===== config.mk =====
export PLATFORM = sky130hd
export DESIGN_NAME = color_key_conditioner
export DESIGN_NICKNAME = d
export VERILOG_FILES = /design/src/rtl/color_key_conditioner.sv
export SDC_FILE = /design/constraint.sdc
export NUM_CORES = 1
export LEC_CHECK = 0
export BUFFER_PORTS_ARGS = -buffer_cell sky130_fd_sc_hd__buf_4
export CAP_MARGIN = 20
export CORE_ASPECT_RATIO = 1.5
export CORE_MARGIN = 8
export CORE_UTILIZATION = 45
export DETAILED_ROUTE_END_ITERATION = 8
export HOLD_SLACK_MARGIN = 0.12
export PLACE_DENSITY = 0.74
export SETUP_SLACK_MARGIN = 0.5
export SLEW_MARGIN = 0
export SYNTH_ARGS = -nofsm -noshare
export SYNTH_HDL_FRONTEND = slang
export SYNTH_SLANG_ARGS = --single-unit

===== constraint.sdc =====
create_clock -name Clk -period 1.9 [get_ports Clk]
set_clock_uncertainty 0.15 [all_clocks]
set_input_delay 0.19 -clock Clk [delete_from_list [all_inputs] [get_ports Clk]]
set_output_delay 0.19 -clock Clk [all_outputs]
set_load 0.05 [all_outputs]

===== src/rtl/color_key_conditioner.sv =====
// -----------------------------------------------------------------------------
// color_key_conditioner
//
// Purpose:
//   Conditions the four code-lock push-buttons (Start, Red, Green, Blue) for
//   the code detector FSM. Every raw button goes through its own channel:
//   a 2-flop synchroniser, a debounce counter and a 4-state FSM. An accepted
//   press produces a registered, single-cycle pulse. Releases never pulse.
//
// Ports:
//   Clk       in   system clock, rising edge
//   Rst       in   synchronous, active-high reset
//   StartRaw  in   raw Start button (async, active-high)
//   RedRaw    in   raw Red button   (async, active-high)
//   GreenRaw  in   raw Green button (async, active-high)
//   BlueRaw   in   raw Blue button  (async, active-high)
//   Start     out  one-cycle pulse per accepted Start press
//   Red       out  one-cycle pulse per accepted Red press
//   Green     out  one-cycle pulse per accepted Green press
//   Blue      out  one-cycle pulse per accepted Blue press
//   Conflict  out  only when KEY_COLOR_LOCKOUT_EN is defined
//
// Parameters:
//   DEBOUNCE_CYCLES  consecutive stable cycles to accept a level change (>= 2)
//   CNT_W            counter width, 2**CNT_W > DEBOUNCE_CYCLES
//
// Optional feature (macro KEY_COLOR_LOCKOUT_EN):
//   A colour press that qualifies while another colour channel is not idle
//   is suppressed. A Conflict pulse is emitted in its place. Start is never
//   locked out.
// -----------------------------------------------------------------------------
module color_key_conditioner #(
    parameter int DEBOUNCE_CYCLES = 50000,
    parameter int CNT_W           = 16
) (
    input  logic Clk,
    input  logic Rst,
    input  logic StartRaw,
    input  logic RedRaw,
    input  logic GreenRaw,
    input  logic BlueRaw,
    output logic Start,
    output logic Red,
    output logic Green,
    output logic Blue
`ifdef KEY_COLOR_LOCKOUT_EN
    ,
    output logic Conflict
`endif
);

    typedef enum logic [1:0] {
        S_UP     = 2'd0,
        S_DN_CNT = 2'd1,
        S_DOWN   = 2'd2,
        S_UP_CNT = 2'd3
    } state_t;

    localparam logic [CNT_W-1:0] CNT_LAST = CNT_W'(DEBOUNCE_CYCLES - 1);
    localparam logic [CNT_W-1:0] CNT_ONE  = CNT_W'(1);

    // Channel index: 0 = Start, 1 = Red, 2 = Green, 3 = Blue
    logic [3:0]       raw;
    logic [3:0]       q1_q;
    logic [3:0]       s_q;
    logic [3:0]       pulse_q;
    logic [3:0]       pulse_d;
    logic [3:0]       qualify;
    logic [3:0]       suppress;
    state_t           state_q [4];
    state_t           state_d [4];
    logic [CNT_W-1:0] cnt_q   [4];
    logic [CNT_W-1:0] cnt_d   [4];

`ifdef KEY_COLOR_LOCKOUT_EN
    logic conflict_q;
    logic conflict_d;
`endif

    assign raw = {BlueRaw, GreenRaw, RedRaw, StartRaw};

    // Debounce FSM per channel. The counter counts consecutive cycles at the
    // new level; any return to the old level abandons the change. qualify
    // marks the cycle in which a press is accepted.
    always_comb begin
        qualify = '0;
        for (int i = 0; i < 4; i++) begin
            state_d[i] = state_q[i];
            cnt_d[i]   = cnt_q[i];
            case (state_q[i])
                S_UP: begin
                    if (s_q[i]) begin
                        state_d[i] = S_DN_CNT;
                        cnt_d[i]   = CNT_ONE;
                    end
                end
                S_DN_CNT: begin
                    if (!s_q[i]) begin
                        state_d[i] = S_UP;
                        cnt_d[i]   = '0;
                    end else if (cnt_q[i] == CNT_LAST) begin
                        state_d[i] = S_DOWN;
                        cnt_d[i]   = '0;
                        qualify[i] = 1'b1;
                    end else begin
                        cnt_d[i] = cnt_q[i] + CNT_ONE;
                    end
                end
                S_DOWN: begin
                    if (!s_q[i]) begin
                        state_d[i] = S_UP_CNT;
                        cnt_d[i]   = CNT_ONE;
                    end
                end
                S_UP_CNT: begin
                    // A bounce during release goes straight back to held.
                    if (s_q[i]) begin
                        state_d[i] = S_DOWN;
                        cnt_d[i]   = '0;
                    end else if (cnt_q[i] == CNT_LAST) begin
                        state_d[i] = S_UP;
                        cnt_d[i]   = '0;
                    end else begin
                        cnt_d[i] = cnt_q[i] + CNT_ONE;
                    end
                end
                default: begin
                    state_d[i] = S_UP;
                    cnt_d[i]   = '0;
                end
            endcase
        end
    end

    // Output pulse selection. In the base build every qualified press passes.
    // With lockout, a colour (channels 1..3) is suppressed when any other
    // colour channel is away from S_UP; this also covers two colours
    // qualifying together, since each sees the other in S_DN_CNT.
    always_comb begin
        suppress = '0;
`ifdef KEY_COLOR_LOCKOUT_EN
        for (int i = 1; i < 4; i++) begin
            for (int j = 1; j < 4; j++) begin
                if ((i != j) && qualify[i] && (state_q[j] != S_UP)) begin
                    suppress[i] = 1'b1;
                end
            end
        end
        conflict_d = |suppress;
`endif
        pulse_d = qualify & ~suppress;
    end

    // All state and outputs registered; reset returns every channel to idle.
    always_ff @(posedge Clk) begin
        if (Rst) begin
            q1_q    <= '0;
            s_q     <= '0;
            pulse_q <= '0;
            for (int i = 0; i < 4; i++) begin
                state_q[i] <= S_UP;
                cnt_q[i]   <= '0;
            end
`ifdef KEY_COLOR_LOCKOUT_EN
            conflict_q <= 1'b0;
`endif
        end else begin
            q1_q    <= raw;
            s_q     <= q1_q;
            pulse_q <= pulse_d;
            for (int i = 0; i < 4; i++) begin
                state_q[i] <= state_d[i];
                cnt_q[i]   <= cnt_d[i];
            end
`ifdef KEY_COLOR_LOCKOUT_EN
            conflict_q <= conflict_d;
`endif
        end
    end

    assign Start = pulse_q[0];
    assign Red   = pulse_q[1];
    assign Green = pulse_q[2];
    assign Blue  = pulse_q[3];

`ifdef KEY_COLOR_LOCKOUT_EN
    assign Conflict = conflict_q;
`endif

endmodule

# Yosys cells after proc, flatten, opt, wreduce, memory -nomap -nowiden
# Memory sizes are Yosys's and may differ from the RTL's.
# Index checks and enable logic that the tools add are counted.
[totals] mem_bits_rw=72 in_bits=6 wordCells=119 n_memories=2 reg_bits=12 output_inout_bits=4
[classes] n_eq_ne=16 bitwise_logic=16 n_reduce_logical=8 add_sub_neg=4 n_mux=67
[memory_table] name="cnt_q" depth=4 width=16 read_ports=4 rd_ports_with_merged_regs=0 wr=4 line="72" text="logic [CNT_W-1:0] cnt_q [4];"
[memory_table] name="state_q" depth=4 width=2 read_ports=4 rd_ports_with_merged_regs=0 wr=4 line="70" text="state_t state_q [4];"
[op_table] cell="$mux 16" n=24
[op_table] cell="$pmux 16 s4" n=4
[op_table] cell="$add 16x1->16 const B" n=4
[op_table] cell="$eq 16x16->1 const B" n=4
[op_table] cell="$mux 2" n=28
[op_table] cell="$pmux 2 s4" n=4
[op_table] cell="$eq 2x2->1 const B" n=8
[op_table] cell="$reduce_or 3->1" n=4
[op_table] cell="$eq 2x1->1 const B" n=4
[op_table] cell="$logic_not 2->1" n=4
[op_table] cell="$not 1->1" n=8
[op_table] cell="$or 1x1->1" n=8
[op_table] cell="$mux 1" n=7

# Longest topological paths before layout
# Gate-level depths: netlist of the first run.
# An unclocked memory read counts as a cell.
[depth] ltp_word=6 depth_mapped=8 depth_no_buf=7

# Worst setup path after synthesis of the first run
# Ideal clock, no wire load.
[synth_timing] kind="register to register" start="memory cnt_q[1][0]" end="memory cnt_q[1][8]" path_stages_with_launch=8 setup_slack_ns=-0.200 path_buffers=1 arrival_ns=1.876 t_required_ns=1.676 synth_period_minus_slack_ns=2.100 setup_time_ns=0.074 path_cell_list="dfxtp_1 ha_1 and4b_1 and4_4 buf_6 or2_4 or4_1 a31oi_1"
[synth_rtl] element="start, declared" line="72"

==> reports/qor.yml, run 1 <==
antenna_found_initial: 0
synth_edf_count: 0
die-width_um: 95.2
hp-class: "in2reg"
grt_pass1_vias: 4295
fin_crit_ns: 1.97
num_vias: 4490
end_kind: "register"
ys_ff_latch: 84
violations: "setup timing"
synth_cell_type_count: 61
path_class: "reg2reg"
r2r_setup_slack_ns: -0.07
syn_nets: 519
holdWs_ns: 0.152
synth_ff_type: "dfxtp_1"
slew_violations: 0
ant_nets: 0
routedWlPerCell_um: 17.2
final_cells: 749
avgSynthCellArea_um2: 8.41
synthesis.area_um2: 4230
gr-total-overflow: 0
layout_commonest_cell: "buf_4"
grt_pass1_wl_um: 19600
hp-start: "Rst"
drive_gt1_frac: 0.477
dr.pass1.iters: 5
place_inst: 683
cp.required_ns: 1.98
drtIter0Drc: 312
r2r-end: "cnt_q[0][6]"
synthArstFlopShare: 0
drc: 0
r2r-start: "cnt_q[0][10]"
startpoint_type: "register"
crit_fanout: 6
maxSlewHeadroom: 0.612
drt_wl_total_um: 12900
power_density_nw_per_um2: 628
dieHeight_um: 135
min_to: "pulse_q[2]"
dieArea_um2: 12800
worstSkewPairLatency_ns: 0.35
syn2layout_area_growth_pct: 54.2
clock_sinks: 84
cts.path.max_buffers: 2
ctsHtreeMaxLevel: 3
ir_worst_vdd_mv: 0.721
tightest_slew_ns: 0.578
start_util: 0.460
leakage_nw: 2.48
setup_viol: 13
rsz0062_at_grt: "true"
cts_root_buffer: "clkbuf_16"
r2r_cells: 6
fmax_mhz: 507
dp_slack_ns: -0.159
via_per_inst: 5.99
ios: 10
min_period_over_period: 1.04
clk_pin_slew_ns: 0.06
grtUsageTotal: 0.187
synthCells: 503
arrival_ns: 2.05
cts_tree: "yes"
min_path_cells: 3
gp_congestion: 0.863
final_nets: 649
final_hold_viol_count: 0
maxCapViolations: 0
synth-seq-area-share: 0.397
setup_ws_ns: -0.0715
yosys_warnings: 0
cts_made_buffers: 9
status: "finished, violations left"
core_area_um2: 9200
grt_max_degree: 51
io_buffers: 9
layout_common_cells: "97 x buf_4, 62 x dfxtp_1, 34 x nor2_1"
core.rowCount: 43
diodes: 0
dp_hpwl_um: 7000
==> state kept, by name (all words and copies together) (netlist names), named ones only <==
signal   flops
cnt_q       64
pulse_q      4
q1_q         4
s_q          4
state_q      4
==> logic make-up (layout without fill, tap and decap cells) <==
group           Yosys count  count (layout)  share of synthesized area
fa+ha+maj                10              10                     0.0296
flops                    84              84                      0.397
xor+xnor                 23              23                     0.0476
compound gates          106             106                      0.150
mux                       3               3                    0.00710
simple gates            246             249                      0.333
buf+inv                  31             162                     0.0355
==> power breakdown <==
part | leakage [nW] | internal, W | total [W] | switching, W
Combinational | 1.65 | 0.000294 | 0.000621 | 0.000327
Clock | 0.135 | 0.000946 | 0.00164 | 0.000694
Sequential | 0.692 | 0.00179 | 0.00183 | 0.0000395
Total | 2.48 | 0.00304 | 0.00410 | 0.00106
==> synthesized netlist by cell type, drive strengths merged (3+ instances only) <==
cell type | instances | area (µm²)
nor3b | 3 | 22.5
o21a | 3 | 22.5
or3 | 8 | 50.1
ha | 10 | 125
nand2 | 43 | 161
nor3 | 19 | 105
clkbuf | 10 | 37.5
nor2b | 9 | 56.3
a31oi | 15 | 93.8
mux2i | 3 | 30.0
a211oi | 5 | 37.5
a22o | 4 | 35.0
inv | 14 | 52.6
xor2 | 18 | 158
nor4b | 6 | 58.8
nand3 | 32 | 160
or4 | 3 | 22.5
and3 | 15 | 95.1
nand3b | 5 | 37.5
nor2 | 48 | 188
a22oi | 3 | 22.5
and4 | 4 | 37.5
xnor2 | 5 | 43.8
a21o | 4 | 31.3
or2 | 4 | 27.5
nand2b | 10 | 62.6
o21ai | 32 | 160
dfxtp | 84 | 1680
nand4 | 16 | 100
buf | 7 | 60.1
and4b | 4 | 41.3
nand4b | 5 | 43.8
nor4 | 4 | 55.1
a21oi | 30 | 150
==> layer usage <==
layer,vias up,share of wire,global-route usage
li1,2112,-,-
met1,2199,0.40,0.204
met2,142,0.53,0.325
met3,37,0.037,0.0306
met4,0,0.034,0.115
met5,-,0,0
==> per-stage QoR <==
step / utilization / total power, W / TNS (ns) / cell area, µm²
final: 0.709 / 0.00410 / -0.352 / 6530
after global routing: 0.709 / 0.00425 / -1.46 / 6530
after CTS: 0.664 / 0.00401 / -0.0405 / 6100
after detailed placement: 0.549 / 0.00223 / -0.882 / 5050
after global placement: 0.549 / 0.00222 / -0.284 / 5050
after floorplan: - / 0.00212 / -1.04 / 4400
==> area by class of cell <==
cell class	instances	area, µm²
multi-input combinational	391	3180
fill	585	2670
sequential	84	1730
timing repair buffer	133	1150
clock buffer	13	260
tap	112	140
inverter	14	57.6
clock inverter	2	10.0
==> worst max path at each step <==
stage	from	endpoint	slack (ns)	cells past startpoint
CTS	cnt_q[0][10]	cnt_q[0][15]	-0.009	7
floorplan	cnt_q[1][0]	cnt_q[1][8]	-0.1	7
finish	cnt_q[0][10]	cnt_q[0][6]	-0.07	6
detailed placement	cnt_q[0][0]	cnt_q[0][15]	-0.16	6
global route	cnt_q[0][10]	cnt_q[0][6]	-0.11	6
global placement	cnt_q[0][0]	cnt_q[0][15]	-0.13	6
==> critical path, stage by stage (launching register included) <==
cell,delay (ns)
dfxtp_2,0.32
or4bb_4,0.56
nor4_4,0.23
buf_6,0.16
or3_4,0.18
o21a_1,0.18
o21ai_1,0.07
==> repair_timing <==
| action | CTS | global route |
|---|---|---|
| endpoints found under the setup margin | 75 | 76 |
| hold buffers | 4 | 0 |
| gates cloned | 4 | 1 |
| endpoints found under the hold margin | 5 | 0 |
| pin swaps | 75 | 53 |
| buffers inserted | 29 | 13 |
| gates resized for setup | 127 | 72 |
No activity file was read; power rests on OpenSTA's default activity.
==> inputs of run 2 (changes only) <==
--- a/config.mk
+++ b/config.mk
@@ -5,11 +5,13 @@
 export SDC_FILE = /design/constraint.sdc
 export NUM_CORES = 1
 export LEC_CHECK = 0
+export ABC_AREA = 1
 export BUFFER_PORTS_ARGS = -buffer_cell sky130_fd_sc_hd__buf_4
 export CAP_MARGIN = 20
 export CORE_ASPECT_RATIO = 1.5
 export CORE_MARGIN = 8
 export CORE_UTILIZATION = 45
+export CTS_CLUSTER_DIAMETER = 100
 export DETAILED_ROUTE_END_ITERATION = 8
 export HOLD_SLACK_MARGIN = 0.12
 export PLACE_DENSITY = 0.74
==> run 2 against run 1 <==
Effect of this change: the run now ends clean; power increased by 59%; highest routed layer unchanged; synthesized area increased by 12%; critical path type unchanged; sequential power increased by 10%.
==> reports/qor.yml, run 2 <==
status: "finished, final reports clean"
pwr-share-clk: 0.257  # -0.143
grt_pass1_vias: 4963  # +16%
num_vias: 5348  # +19%
place_area_um2: 5120  # +1.3%
start_util: 0.457  # -0.00319
min_period_over_period: 0.917  # -0.121
via_per_inst: 5.52  # -7.9%
largest_reg_flops: 64  # unchanged
crit_fanout: 6  # unchanged
drtIter0Drc: 347  # +11%
synth_cell_type_count: 40  # -34%
pwr-share-comb: 0.433  # +0.281
tns_ns: 0  # +0.352 ns
p_switching_w: 0.00241  # +130%
largest-register: "cnt_q"
dieHeight_um: 142  # +5.3%
fin_crit_ns: 1.74  # -0.229 ns
ctsHtreeMaxLevel: 3  # unchanged
synth_ff_type: "dfxtp_1"
leakage_nw: 2.74  # +11%
syn2layout_area_growth_pct: 50.5
gr-total-overflow: 0  # unchanged
cts_tree: "yes"
fin_area_um2: 7160  # +9.7%
clock_sinks: 84  # unchanged
ys_top_cells_by_area: "dfxtp_1 35%, nand2_1 14%, nor2_1 10%"
fin_util: 0.687  # -0.0220
clk_pin_slew_ns: 0.06  # about the same
synthesis.area_um2: 4760  # +12%
routedWlPerCell_um: 16.2  # -6.2%
rsz0062_at_grt: "true"
r2r_cells: 8  # +2
dp_hpwl_um: 7560  # +7.9%
r2r_setup_slack_ns: 0.16  # +0.23 ns
synth_top_area_frac: 0.353  # -0.0440
maxSlewHeadroom: 0.410  # -0.201
cts_root_buffer: "clkbuf_16"
layout_commonest_cell: "nand2_1"
end_kind: "register"
p_int_w: 0.00411  # +35%
p_seq_frac: 0.310  # -0.138
cp.required_ns: 1.99  # about the same
drt_wl_total_um: 15700  # +21%
grt_max_degree: 22  # -57%
arrival_ns: 1.83  # -0.22 ns
hp-start: "Rst"
final_hold_viol_count: 0  # unchanged
synthTopCellsByCount: "182 x nand2_1, 132 x nor2_1, 89 x inv_1, 84 x dfxtp_1, 39 x nand3_1"
core_area_um2: 10400  # +13%
dr.pass1.iters: 5  # unchanged
yosys_warnings: 0  # unchanged
tightest_slew_ns: 0.885  # +0.307 ns
gp_congestion: 0.922  # +6.8%
drive_gt1_frac: 0.423  # -0.0542
core.rowCount: 46  # +7.0%
antenna_found_initial: 0  # unchanged
drc: 0  # unchanged
startpoint_type: "register"
yosysMostFrequentCell: "nand2_1"
synthCells: 731  # +45%
cts.path.max_buffers: 2  # unchanged
p_sw_frac: 0.370  # +0.111
ant_nets: 0  # unchanged
worstSkewPairLatency_ns: 0.35  # about the same
dieArea_um2: 14200  # +11%
syn_nets: 747  # +44%
final_nets: 837  # +29%
path_class: "reg2reg"
synth_edf_count: 0  # unchanged
ios: 10  # unchanged
maxCapViolations: 0  # unchanged
ys_ff_latch: 84  # unchanged
diodes: 0  # unchanged
ir_worst_vdd_mv: 1.14  # +58%
grt_pass1_wl_um: 21500  # +9.7%
layout_common_cells: "139 x nand2_1, 98 x nor2_1, 73 x inv_1"
hp-class: "in2reg"
setup_viol: 0  # -13
grtUsageTotal: 0.185  # -0.00235
synth_area_leader_cell: "dfxtp_1"
avgSynthCellArea_um2: 6.51  # -23%
cts_made_buffers: 9  # unchanged
synthArstFlopShare: 0  # unchanged
power_density_nw_per_um2: 910  # +45%
synth-seq-area-share: 0.353  # -0.0440
min_path_cells: 3  # unchanged
r2r-end: "cnt_q[1][9]"
die-width_um: 100  # +5.0%
slew_violations: 0  # unchanged
min_to: "cnt_q[2][6]"
io_buffers: 9  # unchanged
fmax_mhz: 574  # +13%
## run 2: stage by stage
step	std cells	hold slack, ns	power, W	setup WS [ns]
CTS	941	0.164	0.00581	0.266
global placement	875	0.241	0.00330	0.194
detailed placement	875	0.247	0.00335	0.131
floorplan	731	0.147	0.00318	0.278
finish	969	0.176	0.00651	0.158
global route	969	0.196	0.00673	0.0632
## run 2: power groups by stage
stage	Combinational, W	Sequential, W	Clock (W)
floorplan	0.00117	0.00202	0
global placement	0.00127	0.00203	0
detailed placement	0.00131	0.00204	0
CTS	0.00212	0.00202	0.00167
global route	0.00296	0.00203	0.00174
finish	0.00282	0.00202	0.00167
## run 2: critical path: stages (launching register included)
cell and delay (ns):
dfxtp_2 0.37, ha_2 0.23, nor2_4 0.05, a21oi_4 0.20, buf_6 0.14, buf_16 0.10, nand4_1 0.13, nor2_1 0.19
nor2_1 0.06
## run 2: timing repair
action,4_1_cts,5_1_grt
endpoints found under the hold margin,15,1
gates resized for setup,146,165
hold buffers,8,1
gates cloned,3,2
setup buffers,40,26
endpoints found under the setup margin,72,81
pin swaps,55,55
## run 2: cell families after synthesis
kind of cell | Yosys count | share of synthesized area
simple gates | 437 | 0.410
flops | 84 | 0.353
xor+xnor | 11 | 0.0202
compound gates | 77 | 0.0891
buf+inv | 112 | 0.100
fa+ha+maj | 10 | 0.0263
## run 2: worst max path at each step
stage	to	slack [ns]	depth (start not counted)
2_1_floorplan	cnt_q[1][7]	0.28	11
3_3_place_gp	cnt_q[1][7]	0.19	11
3_5_place_dp	cnt_q[1][7]	0.13	11
4_1_cts	cnt_q[1][9]	0.27	8
5_1_grt	cnt_q[1][9]	0.06	9
6_report	cnt_q[1][9]	0.16	8
## run 2: cell type report
cell class | count | area, µm²
repair inverters | 2 | 20.0
multi-input cells | 536 | 3650
clock inverters | 2 | 10.0
inverters | 97 | 409
fillers | 706 | 3260
well taps | 144 | 180
clock buffers | 13 | 260
repair buffers | 91 | 853
flip-flops and latches | 84 | 1780
## run 2: routing by layer
metal,share of wire,vias up,GRT usage
li1,-,2499,-
met1,0.37,2567,0.180
met2,0.54,217,0.351
met3,0.049,65,0.0377
met4,0.037,0,0.101
met5,0,-,0
